[src/rtl/prog_mem_pkg.sv]
// Shared types and constants for the Wishbone program-memory bridge.
//   state_t     : bridge FSM states
//   dec_class_t : address decode result
//   CSR word indices, CTRL/STAT bit positions, selector-width helper
package prog_mem_pkg;

    typedef enum logic [2:0] {
        S_IDLE,
        S_MEM,
        S_WAIT,
        S_CSR,
        S_NACK,
        S_ACK
    } state_t;

    typedef enum logic [1:0] {
        DEC_MEM,
        DEC_CSR,
        DEC_UNMAPPED
    } dec_class_t;

    // CSR word index within the 8-byte CSR window (byte offset 0x0 / 0x4)
    localparam logic CSR_IDX_CTRL = 1'b0;
    localparam logic CSR_IDX_STAT = 1'b1;
    localparam int unsigned CSR_SPAN = 8;

    localparam int unsigned CTRL_HOLD_BIT = 0;
    localparam int unsigned CTRL_BANK_LSB = 8;
    localparam int unsigned STAT_ERR_BIT  = 0;

    // Width of a field selecting one of n items; never zero
    function automatic int unsigned sel_w(input int unsigned n);
        return (n > 1) ? $clog2(n) : 1;
    endfunction

endpackage

[src/rtl/wb_prog_mem_bridge_if.sv]
// Wishbone slave bus bundle for the program-memory bridge.
//   master : drives cyc/stb/we/sel/adr/dat_i, receives dat_o/ack
//   slave  : the bridge side
interface wb_prog_mem_bridge_if #(
    parameter int unsigned DATA_W = 32
);
    logic                wbs_cyc_i;
    logic                wbs_stb_i;
    logic                wbs_we_i;
    logic [DATA_W/8-1:0] wbs_sel_i;
    logic [31:0]         wbs_adr_i;
    logic [DATA_W-1:0]   wbs_dat_i;
    logic [DATA_W-1:0]   wbs_dat_o;
    logic                wbs_ack_o;

    modport master (
        output wbs_cyc_i, wbs_stb_i, wbs_we_i, wbs_sel_i, wbs_adr_i, wbs_dat_i,
        input  wbs_dat_o, wbs_ack_o
    );

    modport slave (
        input  wbs_cyc_i, wbs_stb_i, wbs_we_i, wbs_sel_i, wbs_adr_i, wbs_dat_i,
        output wbs_dat_o, wbs_ack_o
    );
endinterface

[src/rtl/prog_mem_decode.sv]
// Combinational byte-address decoder for the program-memory window.
//   adr      in  byte address
//   cls      out MEM / CSR / UNMAPPED
//   bank     out SRAM bank (0 when BANKS=1)
//   word     out word address inside the bank
//   csr_idx  out CSR word index (0=CTRL, 1=STAT)
module prog_mem_decode
    import prog_mem_pkg::*;
#(
    parameter int unsigned ADDR_W    = 9,
    parameter int unsigned BANKS     = 2,
    parameter logic [31:0] BASE_ADDR = 32'h3000_0000,
    parameter logic [31:0] CSR_OFFS  = 32'h0001_0000
) (
    input  logic [31:0]              adr,
    output dec_class_t               cls,
    output logic [sel_w(BANKS)-1:0]  bank,
    output logic [ADDR_W-1:0]        word,
    output logic                     csr_idx
);

    localparam logic [31:0] MEM_BYTES = 32'(BANKS * (2 ** ADDR_W) * 4);
    localparam logic [31:0] CSR_END   = CSR_OFFS + 32'(CSR_SPAN);

    logic [31:0] off;

    // Wrapping subtraction: addresses below BASE_ADDR land far above the window
    assign off     = adr - BASE_ADDR;
    assign word    = off[ADDR_W+1:2];
    assign csr_idx = off[2];

    generate
        if (BANKS > 1) begin : g_bank
            assign bank = off[ADDR_W+2 +: $clog2(BANKS)];
        end else begin : g_single
            assign bank = '0;
        end
    endgenerate

    // Memory window takes priority over the CSR window
    always_comb begin
        cls = DEC_UNMAPPED;
        if (off < MEM_BYTES) begin
            cls = DEC_MEM;
        end else if (off >= CSR_OFFS && off < CSR_END) begin
            cls = DEC_CSR;
        end
    end

endmodule

[src/rtl/wb_prog_mem_bridge.sv]
// Wishbone slave bridging the management SoC to BANKS program SRAM write/read
// ports, plus a CSR block holding core hold, fetch-bank select and a sticky
// protection-fault flag.
//   wb_clk_i, wb_rst_i   clock, synchronous active-high reset
//   wbs                  Wishbone slave bundle
//   mem_csb/web/wmask/addr/din   SRAM port 0 controls (registered)
//   mem_dout             per-bank read data, bank b at [b*DATA_W +: DATA_W]
//   core_hold            1 holds the CPU in reset
//   fetch_bank           bank the CPU fetches from
// mem_dout is sampled at the end of the READ_LAT-th cycle, counting the
// csb-low cycle as the first.
module wb_prog_mem_bridge
    import prog_mem_pkg::*;
#(
    parameter int unsigned ADDR_W    = 9,
    parameter int unsigned DATA_W    = 32,
    parameter int unsigned BANKS     = 2,
    parameter logic [31:0] BASE_ADDR = 32'h3000_0000,
    parameter logic [31:0] CSR_OFFS  = 32'h0001_0000,
    parameter int unsigned READ_LAT  = 1
) (
    input  logic                      wb_clk_i,
    input  logic                      wb_rst_i,
    wb_prog_mem_bridge_if.slave       wbs,
    output logic [BANKS-1:0]          mem_csb,
    output logic                      mem_web,
    output logic [DATA_W/8-1:0]       mem_wmask,
    output logic [ADDR_W-1:0]         mem_addr,
    output logic [DATA_W-1:0]         mem_din,
    input  logic [BANKS*DATA_W-1:0]   mem_dout,
    output logic                      core_hold,
    output logic [sel_w(BANKS)-1:0]   fetch_bank
);

    localparam int unsigned FB_W  = sel_w(BANKS);
    localparam int unsigned CNT_W = 2;
    localparam logic [CNT_W-1:0] WAIT_INIT = CNT_W'((READ_LAT >= 2) ? READ_LAT - 2 : 0);

    state_t state_q, state_d;

    logic              req_we_q,   req_we_d;
    logic [FB_W-1:0]   req_bank_q, req_bank_d;
    logic [CNT_W-1:0]  cnt_q,      cnt_d;
    logic              err_q,      err_d;
    logic              ack_q,      ack_d;
    logic [DATA_W-1:0] dat_q,      dat_d;

    logic [BANKS-1:0]    csb_d;
    logic                web_d;
    logic [DATA_W/8-1:0] wmask_d;
    logic [ADDR_W-1:0]   addr_d;
    logic [DATA_W-1:0]   din_d;
    logic                hold_d;
    logic [FB_W-1:0]     fb_d;

    dec_class_t        dec_cls;
    logic [FB_W-1:0]   dec_bank;
    logic [ADDR_W-1:0] dec_word;
    logic              dec_csr_idx;

    logic              req_c;
    logic              prot_c;
    logic [DATA_W-1:0] bank_dout_c;
    logic [DATA_W-1:0] csr_rdata_c;

    prog_mem_decode #(
        .ADDR_W    (ADDR_W),
        .BANKS     (BANKS),
        .BASE_ADDR (BASE_ADDR),
        .CSR_OFFS  (CSR_OFFS)
    ) u_decode (
        .adr     (wbs.wbs_adr_i),
        .cls     (dec_cls),
        .bank    (dec_bank),
        .word    (dec_word),
        .csr_idx (dec_csr_idx)
    );

    assign req_c       = wbs.wbs_cyc_i & wbs.wbs_stb_i;
    // Writing the bank the running core fetches from is refused
    assign prot_c      = wbs.wbs_we_i & ~core_hold & (dec_bank == fetch_bank);
    assign bank_dout_c = mem_dout[32'(req_bank_q) * DATA_W +: DATA_W];

    always_comb begin
        csr_rdata_c = '0;
        if (dec_csr_idx == CSR_IDX_CTRL) begin
            csr_rdata_c[CTRL_HOLD_BIT] = core_hold;
            if (BANKS > 1) begin
                csr_rdata_c[CTRL_BANK_LSB +: FB_W] = fetch_bank;
            end
        end else begin
            csr_rdata_c[STAT_ERR_BIT] = err_q;
        end
    end

    // State register
    always_ff @(posedge wb_clk_i) begin
        if (wb_rst_i) begin
            state_q <= S_IDLE;
        end else begin
            state_q <= state_d;
        end
    end

    // Next-state logic; a dropped cyc abandons a memory access without ack
    always_comb begin
        state_d = state_q;
        unique case (state_q)
            S_IDLE: begin
                if (req_c) begin
                    unique case (dec_cls)
                        DEC_MEM: state_d = S_MEM;
                        DEC_CSR: state_d = S_CSR;
                        default: state_d = S_NACK;
                    endcase
                end
            end
            S_MEM: begin
                if (!wbs.wbs_cyc_i)                    state_d = S_IDLE;
                else if (req_we_q || READ_LAT == 1)    state_d = S_ACK;
                else                                   state_d = S_WAIT;
            end
            S_WAIT: begin
                if (!wbs.wbs_cyc_i)                    state_d = S_IDLE;
                else if (cnt_q == '0)                  state_d = S_ACK;
            end
            default: state_d = S_IDLE;
        endcase
    end

    // Output / datapath next values
    always_comb begin
        csb_d      = '1;
        web_d      = 1'b1;
        wmask_d    = mem_wmask;
        addr_d     = mem_addr;
        din_d      = mem_din;
        hold_d     = core_hold;
        fb_d       = fetch_bank;
        err_d      = err_q;
        dat_d      = dat_q;
        req_we_d   = req_we_q;
        req_bank_d = req_bank_q;
        cnt_d      = cnt_q;
        ack_d      = (state_d == S_CSR) || (state_d == S_NACK) || (state_d == S_ACK);

        unique case (state_q)
            S_IDLE: begin
                if (req_c) begin
                    req_we_d   = wbs.wbs_we_i;
                    req_bank_d = dec_bank;
                    unique case (dec_cls)
                        DEC_MEM: begin
                            web_d   = ~wbs.wbs_we_i;
                            wmask_d = wbs.wbs_sel_i;
                            addr_d  = dec_word;
                            din_d   = wbs.wbs_dat_i;
                            cnt_d   = WAIT_INIT;
                            if (prot_c) err_d = 1'b1;
                            else        csb_d[dec_bank] = 1'b0;
                        end
                        DEC_CSR: begin
                            if (!wbs.wbs_we_i) begin
                                dat_d = csr_rdata_c;
                            end else if (wbs.wbs_sel_i != '0) begin
                                if (dec_csr_idx == CSR_IDX_CTRL) begin
                                    hold_d = wbs.wbs_dat_i[CTRL_HOLD_BIT];
                                    if (BANKS > 1) begin
                                        fb_d = wbs.wbs_dat_i[CTRL_BANK_LSB +: FB_W];
                                    end
                                end else if (wbs.wbs_dat_i[STAT_ERR_BIT]) begin
                                    err_d = 1'b0;
                                end
                            end
                        end
                        default: dat_d = '0;
                    endcase
                end
            end
            S_WAIT: begin
                if (cnt_q != '0) cnt_d = cnt_q - CNT_W'(1);
            end
            default: ;
        endcase

        // Read data is captured on the way into the ack cycle
        if (state_d == S_ACK && !req_we_q && (state_q == S_MEM || state_q == S_WAIT)) begin
            dat_d = bank_dout_c;
        end
    end

    always_ff @(posedge wb_clk_i) begin
        if (wb_rst_i) begin
            mem_csb    <= '1;
            mem_web    <= 1'b1;
            mem_wmask  <= '0;
            mem_addr   <= '0;
            mem_din    <= '0;
            core_hold  <= 1'b1;
            fetch_bank <= '0;
            err_q      <= 1'b0;
            ack_q      <= 1'b0;
            dat_q      <= '0;
            req_we_q   <= 1'b0;
            req_bank_q <= '0;
            cnt_q      <= '0;
        end else begin
            mem_csb    <= csb_d;
            mem_web    <= web_d;
            mem_wmask  <= wmask_d;
            mem_addr   <= addr_d;
            mem_din    <= din_d;
            core_hold  <= hold_d;
            fetch_bank <= fb_d;
            err_q      <= err_d;
            ack_q      <= ack_d;
            dat_q      <= dat_d;
            req_we_q   <= req_we_d;
            req_bank_q <= req_bank_d;
            cnt_q      <= cnt_d;
        end
    end

    assign wbs.wbs_ack_o = ack_q;
    assign wbs.wbs_dat_o = dat_q;

endmodule

[src/flat_wrapper.sv]
// flat-port wrapper written by rule: the top's interface ports become plain ports
module wb_prog_mem_bridge_flat import prog_mem_pkg::*;
#(
    parameter int unsigned ADDR_W    = 9,
    parameter int unsigned DATA_W    = 32,
    parameter int unsigned BANKS     = 2,
    parameter logic [31:0] BASE_ADDR = 32'h3000_0000,
    parameter logic [31:0] CSR_OFFS  = 32'h0001_0000,
    parameter int unsigned READ_LAT  = 1
)
  (wb_clk_i, wb_rst_i, mem_csb, mem_web, mem_wmask, mem_addr, mem_din, mem_dout, core_hold, fetch_bank, wbs_wbs_cyc_i, wbs_wbs_stb_i, wbs_wbs_we_i, wbs_wbs_sel_i, wbs_wbs_adr_i, wbs_wbs_dat_i, wbs_wbs_dat_o, wbs_wbs_ack_o);
  wb_prog_mem_bridge_if #(.DATA_W(DATA_W)) wbs_i ();
  input  logic wb_clk_i;
  input  logic wb_rst_i;
  output logic [BANKS-1:0] mem_csb;
  output logic mem_web;
  output logic [DATA_W/8-1:0] mem_wmask;
  output logic [ADDR_W-1:0] mem_addr;
  output logic [DATA_W-1:0] mem_din;
  input  logic [BANKS*DATA_W-1:0] mem_dout;
  output logic core_hold;
  output logic [sel_w(BANKS)-1:0] fetch_bank;
  input wire logic [$bits(wbs_i.wbs_cyc_i)-1:0] wbs_wbs_cyc_i;
  input wire logic [$bits(wbs_i.wbs_stb_i)-1:0] wbs_wbs_stb_i;
  input wire logic [$bits(wbs_i.wbs_we_i)-1:0] wbs_wbs_we_i;
  input wire logic [$bits(wbs_i.wbs_sel_i)-1:0] wbs_wbs_sel_i;
  input wire logic [$bits(wbs_i.wbs_adr_i)-1:0] wbs_wbs_adr_i;
  input wire logic [$bits(wbs_i.wbs_dat_i)-1:0] wbs_wbs_dat_i;
  output wire logic [$bits(wbs_i.wbs_dat_o)-1:0] wbs_wbs_dat_o;
  output wire logic [$bits(wbs_i.wbs_ack_o)-1:0] wbs_wbs_ack_o;
  assign wbs_i.wbs_cyc_i = wbs_wbs_cyc_i;
  assign wbs_i.wbs_stb_i = wbs_wbs_stb_i;
  assign wbs_i.wbs_we_i = wbs_wbs_we_i;
  assign wbs_i.wbs_sel_i = wbs_wbs_sel_i;
  assign wbs_i.wbs_adr_i = wbs_wbs_adr_i;
  assign wbs_i.wbs_dat_i = wbs_wbs_dat_i;
  assign wbs_wbs_dat_o = wbs_i.wbs_dat_o;
  assign wbs_wbs_ack_o = wbs_i.wbs_ack_o;
  wb_prog_mem_bridge #(.ADDR_W(ADDR_W), .DATA_W(DATA_W), .BANKS(BANKS), .BASE_ADDR(BASE_ADDR), .CSR_OFFS(CSR_OFFS), .READ_LAT(READ_LAT)) u_core (.wb_clk_i(wb_clk_i), .wb_rst_i(wb_rst_i), .wbs(wbs_i), .mem_csb(mem_csb), .mem_web(mem_web), .mem_wmask(mem_wmask), .mem_addr(mem_addr), .mem_din(mem_din), .mem_dout(mem_dout), .core_hold(core_hold), .fetch_bank(fetch_bank));
endmodule
[config.mk]
export PLATFORM = sky130hd
export DESIGN_NAME = wb_prog_mem_bridge_flat
export DESIGN_NICKNAME = d
export VERILOG_FILES = /design/src/rtl/prog_mem_pkg.sv /design/src/rtl/wb_prog_mem_bridge_if.sv /design/src/rtl/prog_mem_decode.sv /design/src/rtl/wb_prog_mem_bridge.sv /design/src/flat_wrapper.sv
export SDC_FILE = /design/constraint.sdc
export NUM_CORES = 1
export LEC_CHECK = 0
export BUFFER_PORTS_ARGS = -buffer_cell sky130_fd_sc_hd__buf_2
export CORE_UTILIZATION = 44
export CTS_BUF_LIST = sky130_fd_sc_hd__clkbuf_16
export CTS_CLUSTER_SIZE = 14
export DETAILED_ROUTE_END_ITERATION = 6
export PLACE_DENSITY = 0.8
export SYNTH_ARGS = -nofsm -noshare
export SYNTH_HDL_FRONTEND = slang
export SYNTH_HIERARCHICAL = 1
export SYNTH_SLANG_ARGS = --single-unit
export TNS_END_PERCENT = 50
[constraint.sdc]
create_clock -name wb_clk_i -period 3 [get_ports wb_clk_i]
set_input_delay 0.45 -clock wb_clk_i [delete_from_list [all_inputs] [get_ports wb_clk_i]]
set_output_delay 0.45 -clock wb_clk_i [all_outputs]
set_load 0.05 [all_outputs]
# Yosys cells after proc, flatten, opt, wreduce, memory -nomap -nowiden
# Cells that the tools add are included.
# word_totals
regBits	91
out_inout_bits	83
# classes
n_addsub	2
order_cmp	5
eq_ne	17
shift	1
mux	27
bitwise	10
reduce_logical	25
# ops
op	count
$mux W32	4
$pmux W32 S2	1
$shiftx A64 B7 Y32	1
$ge A32 B17 Y1 const B	1
$lt A32 B13 Y1 const B	1
$lt A32 B17 Y1 const B	1
$sub A32 B30 Y32 const B	1
$mux W3	4
$mux W2	5
$ne A2 B1 Y1 const B	5
$reduce_bool A2 Y1	5
$pmux W3 S3	1
$mux W1	8
$ne A2 B2 Y1 const B	4
$reduce_and A4 Y1	2
$reduce_and A8 Y1	1
$eq A3 B2 Y1 const B	2
$eq A3 B3 Y1 const B	2
$not A1 Y1	6
$pmux W3 S2	1
$reduce_and A6 Y1	1
$reduce_or A5 Y1	1
$logic_and A1 B1 Y1	4
$logic_not A2 Y1	2
19 further kinds	23

# Longest topological paths before layout
# logic_depth
word_depth	14
depth_mapped	10

# Hierarchy
# Netlist, hierarchy kept.
# modules_own_cells
module	instances	cells_per_inst	area_each_um2	seq_area_each_um2
wb_prog_mem_bridge	1	394	3598.5	1821.7
prog_mem_decode	1	26	220.2	0.0

# Worst setup path before layout
# OpenSTA, ideal clock, no wires.
# synth_path
kind	input -> register
start	input port wbs_wbs_adr_i[12]
end	register u_core.mem_addr[0]
arrival_time_ps	2304
required_ps	2868
setup_slack_ps	563
cell_stages	10
cell_sequence	nor4_4 -> nand4_2 -> a31o_1 -> or3b_1 -> buf_2 -> or3_4 -> buf_6 -> buf_6 -> nand2_1 -> a21oi_1
# synth_between
elab_chain_cells	7
elab_cells_between_ends	9
classes_between	add/sub (1); order compare (3); mux (2); reduce/logical (3)
# synth_lines
element	line_no	source
from (decl)	flat_wrapper.sv:27	input wire logic [$bits(wbs_i.wbs_adr_i)-1:0] wbs_wbs_adr_i;
$sub A32 B30 Y32 (*)	prog_mem_decode.sv:28	assign off = adr - BASE_ADDR;
$ge A32 B17 Y1 / $lt A32 B17 Y1 (equally long branches)	prog_mem_decode.sv:45	end else if (off >= CSR_OFFS && off < CSR_END) begin
$logic_and A1 B1 Y1	prog_mem_decode.sv:45	
$mux W2	prog_mem_decode.sv:45	
$mux W2 (*)	prog_mem_decode.sv:43	if (off < MEM_BYTES) begin
via u_core.dec_cls[1]	wb_prog_mem_bridge.sv:56	dec_class_t dec_cls;
$logic_not A2 Y1 (*)	wb_prog_mem_bridge.sv:152	unique case (dec_cls)
$reduce_and A3 Y1 (no line) (*)	n/a	
to (signal assigned)	wb_prog_mem_bridge.sv:211	mem_addr <= addr_d;
to (decl)	wb_prog_mem_bridge.sv:28	output logic [ADDR_W-1:0] mem_addr,
# The timed path passes the listed nets; every way through them passes the cells marked *.
# A chain may end at the register's enable or synchronous reset.

# Worst setup path after layout
# layout_path
start	register u_core.cnt_q[0]
end	register u_core.dat_q[12], in the netlist u_core/wbs.wbs_dat_o[12]
# layout_between
elab_chain_cells	9
elab_cells_between_ends	13
classes_between	eq/ne (3); mux (4); reduce/logical (6)
# layout_lines
element	line_no	source
from (decl)	wb_prog_mem_bridge.sv:43	logic [CNT_W-1:0] cnt_q, cnt_d;
from (signal assigned)	wb_prog_mem_bridge.sv:220	cnt_q <= cnt_d;
$logic_not A2 Y1 (*)	wb_prog_mem_bridge.sv:125	else if (cnt_q == '0) state_d = S_ACK;
$mux W3 (*)	wb_prog_mem_bridge.sv:125	
$mux W3 (*)	wb_prog_mem_bridge.sv:124	if (!wbs.wbs_cyc_i) state_d = S_IDLE;
$pmux W3 S3 (*)	wb_prog_mem_bridge.sv:108	unique case (state_q)
$eq A3 B3 Y1 (*)	wb_prog_mem_bridge.sv:187	if (state_d == S_ACK && !req_we_q && (state_q == S_MEM || state_q == S_WAIT)) begin
$logic_and A1 B1 Y1 (*) (2 in a row)	wb_prog_mem_bridge.sv:187	
$ne A3 B2 Y1 (no line), or another cell as far along	n/a	
$reduce_and A4 Y1 (no line)	n/a	
to (signal assigned)	wb_prog_mem_bridge.sv:217	dat_q <= dat_d;
to (decl)	wb_prog_mem_bridge.sv:46	logic [DATA_W-1:0] dat_q, dat_d;
# Mark *: on every way between the ends. The rest lies on a longest branch, timed or not.

==> metrics.yaml <==
critical_path.endpoint_type: "flop"
clockRootBuffer: "sky130_fd_sc_hd__clkbuf_16"
cellPowerDensity_nw_per_um2: 495
fp.dieH_um: 95.2
grt_max_degree: 49
fin_ws_ps: 608
grt-busiest-layer: "met2"
finalHoldViolations: 0
post_drt_wl_per_cell_um: 13.7
share_of_the_synthesized_area_in_the_top_cell_type_pct: 47.7
pre_cts_slack_ps: 301
run_status: "finished clean"
report.final.setup_viol: 0
grt_setup_unrepaired: "false"
fillers: 727
cts.htree.levels: 3
grt_first_pass_wirelength_mm: 15.2
synth_cell_types: 44
min_path_type: "input pin to flop"
initial_core_util_pct: 46.0
via_count: 3679
die_width_um: 95.2
half_perimeter_wire_length_after_detailed_placement_mm: 7.42
report.final.slew_viol_count: 0
core.rowCount: 33
globalRouteTotalUtil_pct: 21.5
holdCritStartpoint: "wbs_wbs_dat_i[6]"
clock_pin_slew_on_the_worst_setup_and_hold_paths_ps: 60
worst-endpoint-required_ps: 3240
layout-area-overhead-vs-synth_pct: 35.6
final_util_pct: 62.4
remaining_drc_errors: 0
finalCritPeriodShare_pct: 79.7
cts-buffers-inserted: 9
crit_path_max_fanout: 30
synth.top_cells.by_area: "sky130_fd_sc_hd__dfxtp_1 (48%), sky130_fd_sc_hd__nand2_1 (9.4%), sky130_fd_sc_hd__mux2i_1 (9.2%)"
die-area_um2: 9060
placed_cells: 709
global_route.overflow_total: 0
core_area_um2: 8300
worstSetupPathType: "flop to flop"
via_count_of_the_first_global_routing_pass: 3403
globalRouteMet2Util_pct: 39.8
dpl_cell_area_um2: 4870
initialDrtViolationCount: 95
worst_endpoint_data_arrival_time_ps: 2630
timing.clock.skew_ps: 6.87
insertedDiodeCount: 0
io_count: 220
postSynthAreaPerCell_um2: 9.09
syn_area_um2: 3820
antenna_found_initial: 0
post_cts.resized_instances: 0
tritoncts_num_sinks: 91
area_occupied_by_multi_input_gates_um2: 1750
worstMarginPinSlew_ps: 1150
cellLeakagePower_nw: 2.28
totalPowerFinal_mw: 2.56
drt_wl_total_mm: 9.91
met1_usage_pct: 23.7
cts_hold_buf: 0
regToRegStartpoint: "u_core/cnt_q[0]"
grt.met3_usage_pct: 5.18
peakVddDrop_uv: 297
layout_cells_sized_above_1_pct: 40.2
worst_skew_pair.late_latency_ps: 320
post_syn_instances: 420
r2r_cells: 6
tritoncts: "built"
post-route-min-period_ps: 2390
synth.largest_area_cell: "sky130_fd_sc_hd__dfxtp_1"
synth-async-reset-ratio_pct: 0
critical_path.startpoint: "u_core/cnt_q[0]"
setup_total_negative_slack_ps: 0
synth-seq-cells: 91
final-instance-count-excl-fill: 724
worst_hold_slack_ps: 355
synth_enable_flop_cells: 0
finish.instance_area_um2: 5180
place_congestion: 0.830
timing.slew.headroom_pct: 23.1
drt_pre_antenna_iters: 4
max-cap-violations: 0
design.final.nets: 753
post_cts.repair.setup_buffers: 0
min_delay_path_depth: 3
part_of_the_yosys_area_used_for_sequential_elements_pct: 47.7
achievable-frequency_mhz: 418
synth_top_flop_cell: "sky130_fd_sc_hd__dfxtp_1"
max-clock-path-buffers: 2
route.detailed.vias_per_inst: 5.08
ys.warnings.count: 6
synth.net_count: 558
seqCellArea_um2: 1820
startpoint_type: "flop"
placement.io_buffers: 217
post_route_ant_nets: 0
-- final timing paths --
kind | to | slack (ps)
hold / removal | u_core/mem_din[6] | 360
setup / recovery | u_core/wbs.wbs_dat_o[12] | 610
hold reg to reg | u_core/mem_wmask[2] | 450
setup reg to reg | u_core/wbs.wbs_dat_o[12] | 610
-- cell usage in the layout (no fill, tap or decap), drive strengths merged, types with 3 or more instances in the layout --
cell type  synthesis  layout
buf               22     223
o2bb2ai           30      30
mux2i             35      35
nor4               7       7
nand2b             9       9
clkbuf            17       9
nor3               8       8
inv                9      10
dfxtp             91      91
nor2              14      14
a21oi             50      50
a211oi             4       4
nand2             96      96
nand3              3       3
-- routing by layer --
metal	share of wire [%]	routed length [µm]
met1	40	3990
met3	7.7	762
met5	0	0
met2	51	5050
met4	1.1	108
-- worst max-delay path, cell delays in order (launching register included) --
cell,delay [ps]
sky130_fd_sc_hd__dfxtp_1,310
sky130_fd_sc_hd__inv_1,70
sky130_fd_sc_hd__ha_1,240
sky130_fd_sc_hd__nand3b_1,130
sky130_fd_sc_hd__a211oi_2,430
sky130_fd_sc_hd__nand2b_1,720
sky130_fd_sc_hd__o2bb2ai_1,390
-- sequential cells by signal, indices dropped and copies added (netlist names), 2 cells and up --
| signal | cells |
|---|---|
| u_core/cnt_q | 2 |
| u_core/mem_addr | 9 |
| u_core/mem_csb | 2 |
| u_core/mem_din | 32 |
| u_core/mem_wmask | 4 |
| u_core/state_q | 3 |
| u_core/wbs.wbs_dat_o | 32 |
-- final cells by class --
cell class / count / share of cell area, %
Clock inverter: 6 / 1.60
Timing Repair Buffer: 223 / 21.9
Tap cell: 105 / 2.54
Sequential cell: 91 / 35.2
Inverter: 9 / 0.653
Multi-Input combinational cell: 281 / 33.8
Clock buffer: 9 / 4.35
-- cell usage after synthesis, drive strengths merged, types with 4 or more instances --
| cell | number |
|---|---|
| a21oi | 50 |
| nand2b | 9 |
| mux2i | 35 |
| nor3 | 8 |
| nand2 | 96 |
| buf | 22 |
| a211oi | 4 |
| inv | 9 |
| nor4 | 7 |
| o2bb2ai | 30 |
| clkbuf | 17 |
| dfxtp | 91 |
| nor2 | 14 |
-- cells by family after synthesis --
kind of cell	Yosys count	share of synthesized area [%]
and+or+nand+nor	148	18.8
buffers and inverters	48	6.62
muxes	36	9.47
AOI/OAI and AO/OA	95	16.8
DFF	91	47.7
adders and majority gates	1	0.328
xor gates and xnor gates	1	0.229
-- power breakdown --
part,total [mW],switching [mW],internal (mW)
combinational,0.180,0.0836,0.0964
clock,1.16,0.443,0.719
sequential,1.22,0.0109,1.21
No activity file was read; power rests on OpenSTA's default activity.
